===== config.mk =====
export PLATFORM = sky130hd
export DESIGN_NAME = load_store_unit_flat
export DESIGN_NICKNAME = d
export VERILOG_FILES = /design/src/rtl/load_store_unit_if.sv /design/src/rtl/load_store_unit.sv /design/src/flat_wrapper.sv
export SDC_FILE = /design/constraint.sdc
export NUM_CORES = 1
export LEC_CHECK = 0
export ABC_AREA = 1
export CELL_PAD_IN_SITES_DETAIL_PLACEMENT = 1
export CELL_PAD_IN_SITES_GLOBAL_PLACEMENT = 2
export CORE_MARGIN = 2
export CORE_UTILIZATION = 26
export DETAILED_ROUTE_END_ITERATION = 12
export GPL_ROUTABILITY_DRIVEN = 0
export GPL_TIMING_DRIVEN = 0
export PLACE_DENSITY_LB_ADDON = 0.2
export SETUP_SLACK_MARGIN = 0.2
export SYNTH_ARGS = -nofsm -noshare
export SYNTH_HDL_FRONTEND = slang
export SYNTH_SLANG_ARGS = --single-unit

===== constraint.sdc =====
create_clock -name clk -period 5.05 [get_ports clk]
set_clock_uncertainty 0.05 [all_clocks]
set_input_delay 1.01 -clock clk [delete_from_list [all_inputs] [get_ports clk]]
set_output_delay 1.01 -clock clk [all_outputs]
set_load 0.02 [all_outputs]

===== src/rtl/load_store_unit_if.sv =====
// Core request/response and data-memory signals of the load/store unit.
// The slave side is the LSU; the master side is the core plus memory environment.
interface load_store_unit_if;
  logic        req_valid;
  logic        req_we;
  logic [2:0]  funct3;
  logic [31:0] addr;
  logic [31:0] wdata;
  logic        req_ready;
  logic        done;
  logic        err;
  logic [31:0] rdata;
  logic [31:0] mem_A;
  logic [31:0] mem_WD;
  logic        mem_WE;
  logic [31:0] mem_RD;

  modport slave (
    input  req_valid, req_we, funct3, addr, wdata, mem_RD,
    output req_ready, done, err, rdata, mem_A, mem_WD, mem_WE
  );

  modport master (
    output req_valid, req_we, funct3, addr, wdata, mem_RD,
    input  req_ready, done, err, rdata, mem_A, mem_WD, mem_WE
  );
endinterface


===== src/rtl/load_store_unit.sv =====
// RV32I load/store unit in front of a 32-bit word-addressed, little-endian data memory.
// Sub-word stores are done as read-modify-write; errors complete without touching memory.
module load_store_unit (
  input  logic               clk,
  input  logic               rst,
  load_store_unit_if.slave   bus
);

  typedef enum logic [2:0] {
    IDLE,
    READ,
    WRITE,
    RESP,
    ERR
  } state_t;

  state_t      state, state_d;

  logic [31:0] addr_q;
  logic [31:0] wdata_q;
  logic [31:0] word_q;
  logic [2:0]  f3_q;
  logic        we_q;
  logic [31:0] rdata_q;

  logic        accept;
  logic        legal;
  logic        misaligned;
  logic [31:0] load_val;
  logic [31:0] store_val;
  logic [7:0]  byte_v;
  logic [15:0] half_v;
  logic [4:0]  byte_sh;
  logic [4:0]  half_sh;

  assign accept = (state == IDLE) && bus.req_valid;

  // Decode of the incoming request, only meaningful while IDLE.
  always_comb begin
    legal      = 1'b0;
    misaligned = 1'b0;
    if (bus.req_we) begin
      legal = (bus.funct3 == 3'b000) || (bus.funct3 == 3'b001) || (bus.funct3 == 3'b010);
    end else begin
      legal = (bus.funct3 == 3'b000) || (bus.funct3 == 3'b001) || (bus.funct3 == 3'b010) ||
              (bus.funct3 == 3'b100) || (bus.funct3 == 3'b101);
    end
    if (bus.funct3[1:0] == 2'b01) begin
      misaligned = bus.addr[0];
    end else if (bus.funct3[1:0] == 2'b10) begin
      misaligned = (bus.addr[1:0] != 2'b00);
    end
  end

  always_ff @(posedge clk or posedge rst) begin
    if (rst) begin
      state <= IDLE;
    end else begin
      state <= state_d;
    end
  end

  always_comb begin
    state_d = state;
    unique case (state)
      IDLE: begin
        if (bus.req_valid) begin
          if (!legal || misaligned) begin
            state_d = ERR;
          end else if (bus.req_we && (bus.funct3 == 3'b010)) begin
            state_d = WRITE;
          end else begin
            state_d = READ;
          end
        end
      end
      READ:    state_d = we_q ? WRITE : RESP;
      WRITE:   state_d = RESP;
      RESP:    state_d = IDLE;
      ERR:     state_d = IDLE;
      default: state_d = IDLE;
    endcase
  end

  assign byte_sh = {addr_q[1:0], 3'b000};
  assign half_sh = {addr_q[1], 4'b0000};

  // Lane select and extension of the word currently on mem_RD.
  always_comb begin
    byte_v   = 8'(bus.mem_RD >> byte_sh);
    half_v   = 16'(bus.mem_RD >> half_sh);
    load_val = bus.mem_RD;
    case (f3_q)
      3'b000:  load_val = {{24{byte_v[7]}}, byte_v};
      3'b001:  load_val = {{16{half_v[15]}}, half_v};
      3'b100:  load_val = {24'h000000, byte_v};
      3'b101:  load_val = {16'h0000, half_v};
      default: load_val = bus.mem_RD;
    endcase
  end

  // Merge of the store data into the word captured during READ.
  always_comb begin
    store_val = '0;
    if (state == WRITE) begin
      case (f3_q[1:0])
        2'b00:   store_val = (word_q & ~(32'h0000_00FF << byte_sh)) |
                             ({24'h000000, wdata_q[7:0]} << byte_sh);
        2'b01:   store_val = (word_q & ~(32'h0000_FFFF << half_sh)) |
                             ({16'h0000, wdata_q[15:0]} << half_sh);
        default: store_val = wdata_q;
      endcase
    end
  end

  always_ff @(posedge clk or posedge rst) begin
    if (rst) begin
      addr_q  <= '0;
      wdata_q <= '0;
      word_q  <= '0;
      f3_q    <= '0;
      we_q    <= 1'b0;
      rdata_q <= '0;
    end else begin
      if (accept) begin
        addr_q  <= bus.addr;
        wdata_q <= bus.wdata;
        f3_q    <= bus.funct3;
        we_q    <= bus.req_we;
      end
      if (state == READ) begin
        word_q <= bus.mem_RD;
        if (!we_q) begin
          rdata_q <= load_val;
        end
      end
    end
  end

  // Strobes decode straight from state so an asynchronous reset drops mem_WE at once.
  always_comb begin
    bus.req_ready = (state == IDLE);
    bus.done      = (state == RESP) || (state == ERR);
    bus.err       = (state == ERR);
    bus.mem_WE    = (state == WRITE);
    bus.mem_WD    = store_val;
    bus.mem_A     = addr_q;
    bus.rdata     = rdata_q;
  end

endmodule

===== src/flat_wrapper.sv =====
// flat-port wrapper written by rule: the top's interface ports become plain ports
module load_store_unit_flat 
  (clk, rst, bus_req_valid, bus_req_we, bus_funct3, bus_addr, bus_wdata, bus_mem_RD, bus_req_ready, bus_done, bus_err, bus_rdata, bus_mem_A, bus_mem_WD, bus_mem_WE);
  load_store_unit_if bus_i ();
  input  logic clk;
  input  logic rst;
  input wire logic [$bits(bus_i.req_valid)-1:0] bus_req_valid;
  input wire logic [$bits(bus_i.req_we)-1:0] bus_req_we;
  input wire logic [$bits(bus_i.funct3)-1:0] bus_funct3;
  input wire logic [$bits(bus_i.addr)-1:0] bus_addr;
  input wire logic [$bits(bus_i.wdata)-1:0] bus_wdata;
  input wire logic [$bits(bus_i.mem_RD)-1:0] bus_mem_RD;
  output wire logic [$bits(bus_i.req_ready)-1:0] bus_req_ready;
  output wire logic [$bits(bus_i.done)-1:0] bus_done;
  output wire logic [$bits(bus_i.err)-1:0] bus_err;
  output wire logic [$bits(bus_i.rdata)-1:0] bus_rdata;
  output wire logic [$bits(bus_i.mem_A)-1:0] bus_mem_A;
  output wire logic [$bits(bus_i.mem_WD)-1:0] bus_mem_WD;
  output wire logic [$bits(bus_i.mem_WE)-1:0] bus_mem_WE;
  assign bus_i.req_valid = bus_req_valid;
  assign bus_i.req_we = bus_req_we;
  assign bus_i.funct3 = bus_funct3;
  assign bus_i.addr = bus_addr;
  assign bus_i.wdata = bus_wdata;
  assign bus_i.mem_RD = bus_mem_RD;
  assign bus_req_ready = bus_i.req_ready;
  assign bus_done = bus_i.done;
  assign bus_err = bus_i.err;
  assign bus_rdata = bus_i.rdata;
  assign bus_mem_A = bus_i.mem_A;
  assign bus_mem_WD = bus_i.mem_WD;
  assign bus_mem_WE = bus_i.mem_WE;
  load_store_unit u_core (.clk(clk), .rst(rst), .bus(bus_i));
endmodule

==> metrics.md <==
| Metric | Value |
|---|---|
| Post-CTS Hold Fix Bufs | `0` |
| Root buf cell | `clkbuf_16` |
| DRC violations left | `0` |
| Vias post-DR | `7361` |
| Final non-filler cell total | `1623` |
| DR iter-0 viols | `405` |
| WL per Instance | `18.0 um` |
| Clk pin slew, worst setup/hold paths | `0.07 ns` |
| Area occupied by multi-input gates | `3120 um^2` |
| Synth Area in Compound Gates | `12.6%` |
| Place WS | `1.65 ns` |
| WS Path Type | `reg2out` |
| Most common cell after layout, fill and taps aside | `nand2_1` |
| Vias in the first global route | `7742` |
| Initial antenna violation count | `1` |
| Final hold viol count | `0` |
| I/O pin cnt | `203` |
| RR Endpoint | `u_core.bus.rdata[9]$_DFFE_PP0P_` |
| Total grt overflow | `0` |
| # resized after CTS | `0` |
| Static Leak | `5.21 nW` |
| Worst R2R Start | `u_core.f3_q[1]$_DFFE_PP0P_` |
| Clk Latency, worst-skew pair | `0.42 ns` |
| Final instance area | `10400 um^2` |
| Clock Path Buffers | `2` |
| Max Cap Violations | `0` |
| Crit path max-delay family | `buffers and inverters` |
| Final period util | `76.2%` |
| Final Setup Violations | `0` |
| # rows | `61` |
| DRT Wirelength | `29200 um` |
| Peak supply drop | `0.251 mV` |
| Die H | `172 um` |
| Worst r2r path cells | `5` |
| Layout cells sized above 1 | `8.51%` |
| Initial core utilization | `26.4%` |
| Synth Area in Simple Gates | `30.1%` |
| Slowest cell delay on critical path | `0.69 ns` |
| Synth area leader | `dfrtp_1` |
| Arrival @ worst endpoint | `2.79 ns` |
| First-pass GRT wire length | `45300 um` |
| Die extent in x | `172 um` |
| Library cells used by synthesis | `25` |
| Storage cell area | `3380 um^2` |
| Syn. warnings | `0` |
| Util after Layout | `37.6%` |
| Flops & latches, synth | `135` |
| Vias per inst | `4.54` |
| Detailed Place HPWL | `22500 um` |
| RSZ-0062 raised after global routing | `no` |
| Sequential area share after synthesis | `46.2%` |
| Port Buffer Count | `201` |
| Setup slack after layout | `1.20 ns` |
| Worst-Margin Slew | `0.710 ns` |
| Placed Cells | `1592` |
| Period minus WS final | `3.85 ns` |
| CP max-delay cell | `clkdlybuf4s50_1` |
| Worst Setup SP | `u_core.f3_q[1]$_DFFE_PP0P_` |
| Worst setup path end | `bus_mem_WD[14]` |
| Worst min path class | `reg2reg` |
| Fillers | `3431` |
| Adder-cell share of the synthesized area | `0%` |
| Synthesized Nets | `1115` |
| Cell mode on critical path | `inv_2` |
| Core Footprint | `27700 um^2` |
| Stages on the worst setup path | `7` |
| Pre-antenna DRT Iters | `5` |
| Synth top area share | `46.2%` |
| Synth-to-Final Area Change | `42.7%` |
| Worst Path Buf+Inv | `4` |
| Cells after Synth | `1012` |
| Most frequent cells in the layout | `337 x nand2_1, 201 x clkdlybuf4s50_1, 135 x dfrtp_1` |
| Layout Nets | `1336` |
| Antenna fix cells | `0` |
| CTS tree | `yes` |
| Cell Area, Placed | `9820 um^2` |
| Top cells by area, synth | `dfrtp_1 46%, nand2_1 17%, nand3_1 6.6%, inv_1 6.1%, o21ai_0 4.4%` |
| Crit-path max FO | `10` |
| R2r setup slk | `3.32 ns` |
| Setup Buffers After CTS | `0` |
| Fmax achieved | `260 MHz` |
| PD cells | `677 nW/um^2` |
| CP Cell Sequence | `inv_2 > nand2_4 > inv_2 > buf_2 > nand3_1 > a31oi_1 > clkdlybuf4s50_1` |
| Gr usage total | `20.4%` |
| Synth Area in XOR/XNOR | `0%` |
| Largest net degree at the start of global routing | `85` |
| CP startpoint kind | `register` |
| CP Data Required Time | `3.99 ns` |
| Largest family of logic cells by synthesized area | `simple AND/OR/NAND/NOR gates` |
| Mux share of post-synthesis cell area | `0%` |
| CP endpoint kind | `output port` |
| CTS buffer count | `17` |
| Clock sink total | `135` |
| Post-route antenna net violation count | `0` |
| Synth Cell Area | `7300 um^2` |
| Slew Viols, Final | `0` |
| Syn Area/Cell | `7.22 um^2` |
| Outcome | `completed` |
| Die area | `29500 um^2` |
| Slew Limit Headroom | `52.7%` |
| CTS H-tree lvls | `4` |
## synthesized netlist by cell type (all sizes together)
master	n
nand2	343
dfrtp	135
inv	126
nand3	98
a21oi	71
nor2	71
o21ai	64
buf	40
o211ai	22
clkbuf	18
or2	16
a31oi	7
nand4	1
## cell type report
cell class	count	area share [%]
multi-input cells	693	29.9
inverters	126	4.63
plain buffers	58	3.19
clock inverters	14	1.68
repair buffers	202	19.6
flip-flops and latches	135	32.4
clock buffers	17	4.08
well taps	378	4.54
## worst min-delay path by stage
stage                                           from                          endpoint  slack [ns]  cells after the start
CTS                  u_core.bus.mem_A[5]$_DFFE_PP0P_   u_core.bus.mem_A[5]$_DFFE_PP0P_        0.43                      2
global placement     u_core.bus.mem_A[5]$_DFFE_PP0P_   u_core.bus.mem_A[5]$_DFFE_PP0P_        0.40                      2
floorplan             u_core.wdata_q[16]$_DFFE_PP0P_    u_core.wdata_q[16]$_DFFE_PP0P_        0.39                      2
global route        u_core.bus.mem_A[12]$_DFFE_PP0P_  u_core.bus.mem_A[12]$_DFFE_PP0P_        0.45                      2
finish               u_core.bus.mem_A[5]$_DFFE_PP0P_   u_core.bus.mem_A[5]$_DFFE_PP0P_        0.42                      2
detailed placement   u_core.bus.mem_A[5]$_DFFE_PP0P_   u_core.bus.mem_A[5]$_DFFE_PP0P_        0.41                      2
## metal layers
layer | global-route usage [%] | part of all wire (%) | wire [um] | vias to the layer above
li1 | - | - | - | 3619
met1 | 27.9 | 47 | 13800 | 3578
met2 | 32.8 | 46 | 13600 | 147
met3 | 5.25 | 5.4 | 1590 | 15
met4 | 3.57 | 0.81 | 237 | 2
met5 | 0 | 0.045 | 13 | -
## state kept, by name, indices dropped and copies added (netlist names)
signal / count
u_core.bus.mem_A: 32
u_core.bus.rdata: 32
u_core.f3_q: 3
u_core.state: 3
u_core.wdata_q: 32
u_core.we_q: 1
u_core.word_q: 32
## report_power, final
part	switching, W	internal (W)
Combinational	0.00232	0.00144
Sequential	0.000373	0.00161
Clock	0.000531	0.000779
## cells by family (layout without fill, tap and decap cells)
family | count (synthesis) | in the layout
flops | 135 | 135
simple gates | 529 | 529
buf+inv | 184 | 417
compound gates | 164 | 164
## metrics by stage
stage / setup TNS, ns / hold slack [ns] / total power, W
4_1_cts: 0 / 0.426 / 0.00714
2_1_floorplan: 0 / 0.392 / 0.00414
5_1_grt: 0 / 0.446 / 0.00762
3_3_place_gp: -281.43 / 0.403 / 0.00574
3_5_place_dp: 0 / 0.408 / 0.00579
6_report: 0 / 0.421 / 0.00705
## tightest hold or removal path: cells and delay by family (launching register included)
family        cells  cell delay, ns
simple gates      2            0.09
flops             1            0.35
(Power assumes the default switching activity.)
==> patch (same settings) <==
The 5 states of `state_t` get a Gray code encoding in 3 bits.
--- a/src/rtl/load_store_unit.sv
+++ b/src/rtl/load_store_unit.sv
@@ -9,7 +9,7 @@
   typedef enum logic [2:0] {
-    IDLE,
-    READ,
-    WRITE,
-    RESP,
-    ERR
+    IDLE  = 3'b000,
+    READ  = 3'b001,
+    WRITE = 3'b011,
+    RESP  = 3'b010,
+    ERR   = 3'b110
   } state_t;
Formal check against the unedited RTL: same outputs for any inputs over 10 cycles, from zero or initial values and one cycle with rst high; not proved beyond that.
==> patch against the unedited design <==
Cell area fell by 0.19%. Register-to-register slack improved by 50 ps. Wire length fell by 2.8%. Sequential cell count unchanged. Non-clock buffer count fell by 3. Utilization is 0.072 points lower. Worst setup slack gained 19 ps. Synthesized cell count decreased by 1.8%. Total power fell by 4.7%. Synthesized area down 0.33%. Fmax grew 0.50%. Cell count is 0.99% lower.
==> patch: results (changes against the unedited design) <==
First DRT Iteration DRCs 288 (-29%); Fill cells 3386 (-1.3%); placed inst area 9810 um^2 (-0.14%); outcome finished clean; total track usage 19.9% (-0.54 points); worst hold path endpoint u_core.bus.mem_A[9]; CP Data Arrival Time 2770 ps (-20 ps); first-pass GRT wire length 44000 um (-2.9%); Syn Area/Cell 7.32 um^2 (+1.5%); synth cell count leaders nand2_1, dfrtp_1, inv_1; Routed WL per cell 17.7 um (-1.8%); vias per cell 4.50 (-0.88%); R2R Path Start u_core.bus.mem_A[1]; VDD IR max 0.229 mV (-8.8%); P_leak 5.15 nW (-1.2%); DP Wirelength 22000 um (-2.1%); # nets final 1319 (-1.3%); commonest non-fill, non-tap cell in the layout nand2_1; antenna violations before repair 0 (-1); vias in the first global route 7668 (-0.96%); Worst Tran Pin Value 844 ps (+134 ps); hold path start u_core.bus.mem_A[9]; pre-CTS setup slack 1720 ps (+67.5 ps); reg-to-reg slack, setup 3370 ps (+50 ps); synth top area cells dfrtp_1, nand2_1, inv_1, o21ai_0, a21oi_1; sequential area share after synthesis 46.4% (+0.15 points); largest net degree at the start of global routing 87 (+2.4%); placed cells 1575 (-1.1%); Min Hold Slack 419 ps (-2.32 ps); Netlist cell types 32 (+28%); post-route design area 10400 um^2 (-0.19%); reg2reg end u_core.bus.rdata[4]; via count 7224 (-1.9%); drt first pass iters 4 (-1)
patch: changes by cell type in the layout (fill, tap and decap cells not counted), sizes merged, moves of 4 or more:
cell	change
a21oi	-24
buf	+5
clkbuf	-9
inv	-7
nand2	+67
nand3	-57
nor2	-25
nor3	+4
o211ai	-6
o21ai	+26
patch: cell type report:
type,count,share of cell area [%]
buffer,54,3.68
multi-input combinational,688,29.5
clock buffer,17,4.09
timing repair buffer,203,19.7
clock inverter,15,1.62
sequential,135,32.5
inverter,117,4.37
tap,378,4.55
patch: routing by layer:
metal	global-route usage [%]	wire [um]	vias to the layer above
li1	-	-	3536
met1	25.9	13100	3495
met2	33.1	13400	162
met3	5.06	1480	31
met4	4.61	467	0
met5	0	0	-
patch: worst max-delay path by stage:
| stage | cells after the start | endpoint | slack [ps] | startpoint |
|---|---|---|---|---|
| 2_1_floorplan | 1 | u_core.bus.mem_A[0] | 380 | rst |
| 3_3_place_gp | 2 | u_core.bus.rdata[17] | -2110 | rst |
| 3_5_place_dp | 7 | bus_mem_WD[12] | 1720 | u_core.state[2] |
| 4_1_cts | 7 | bus_mem_WD[12] | 1200 | u_core.state[2] |
| 5_1_grt | 6 | bus_mem_WD[12] | 1090 | u_core.state[0] |
| 6_report | 7 | bus_mem_WD[12] | 1220 | u_core.state[2] |
patch: where the power goes:
part           switching, mW  internal [mW]
Clock                  0.552          0.739
Combinational           2.10           1.35
Sequential             0.367           1.61
Total                   3.02           3.70
patch: worst max-delay path: stages (launching register included):
cell and delay (ps):
dfrtp_1 410, inv_1 80, nand2_1 90, nor2_2 390, inv_1 110, buf_2 230
a31oi_1 350, clkdlybuf4s50_1 690
patch: cells by family after synthesis:
family	after synthesis	synth area share, %
flops	135	46.4
simple gates	521	29.6
compound gates	167	12.6
buf+inv	171	11.4
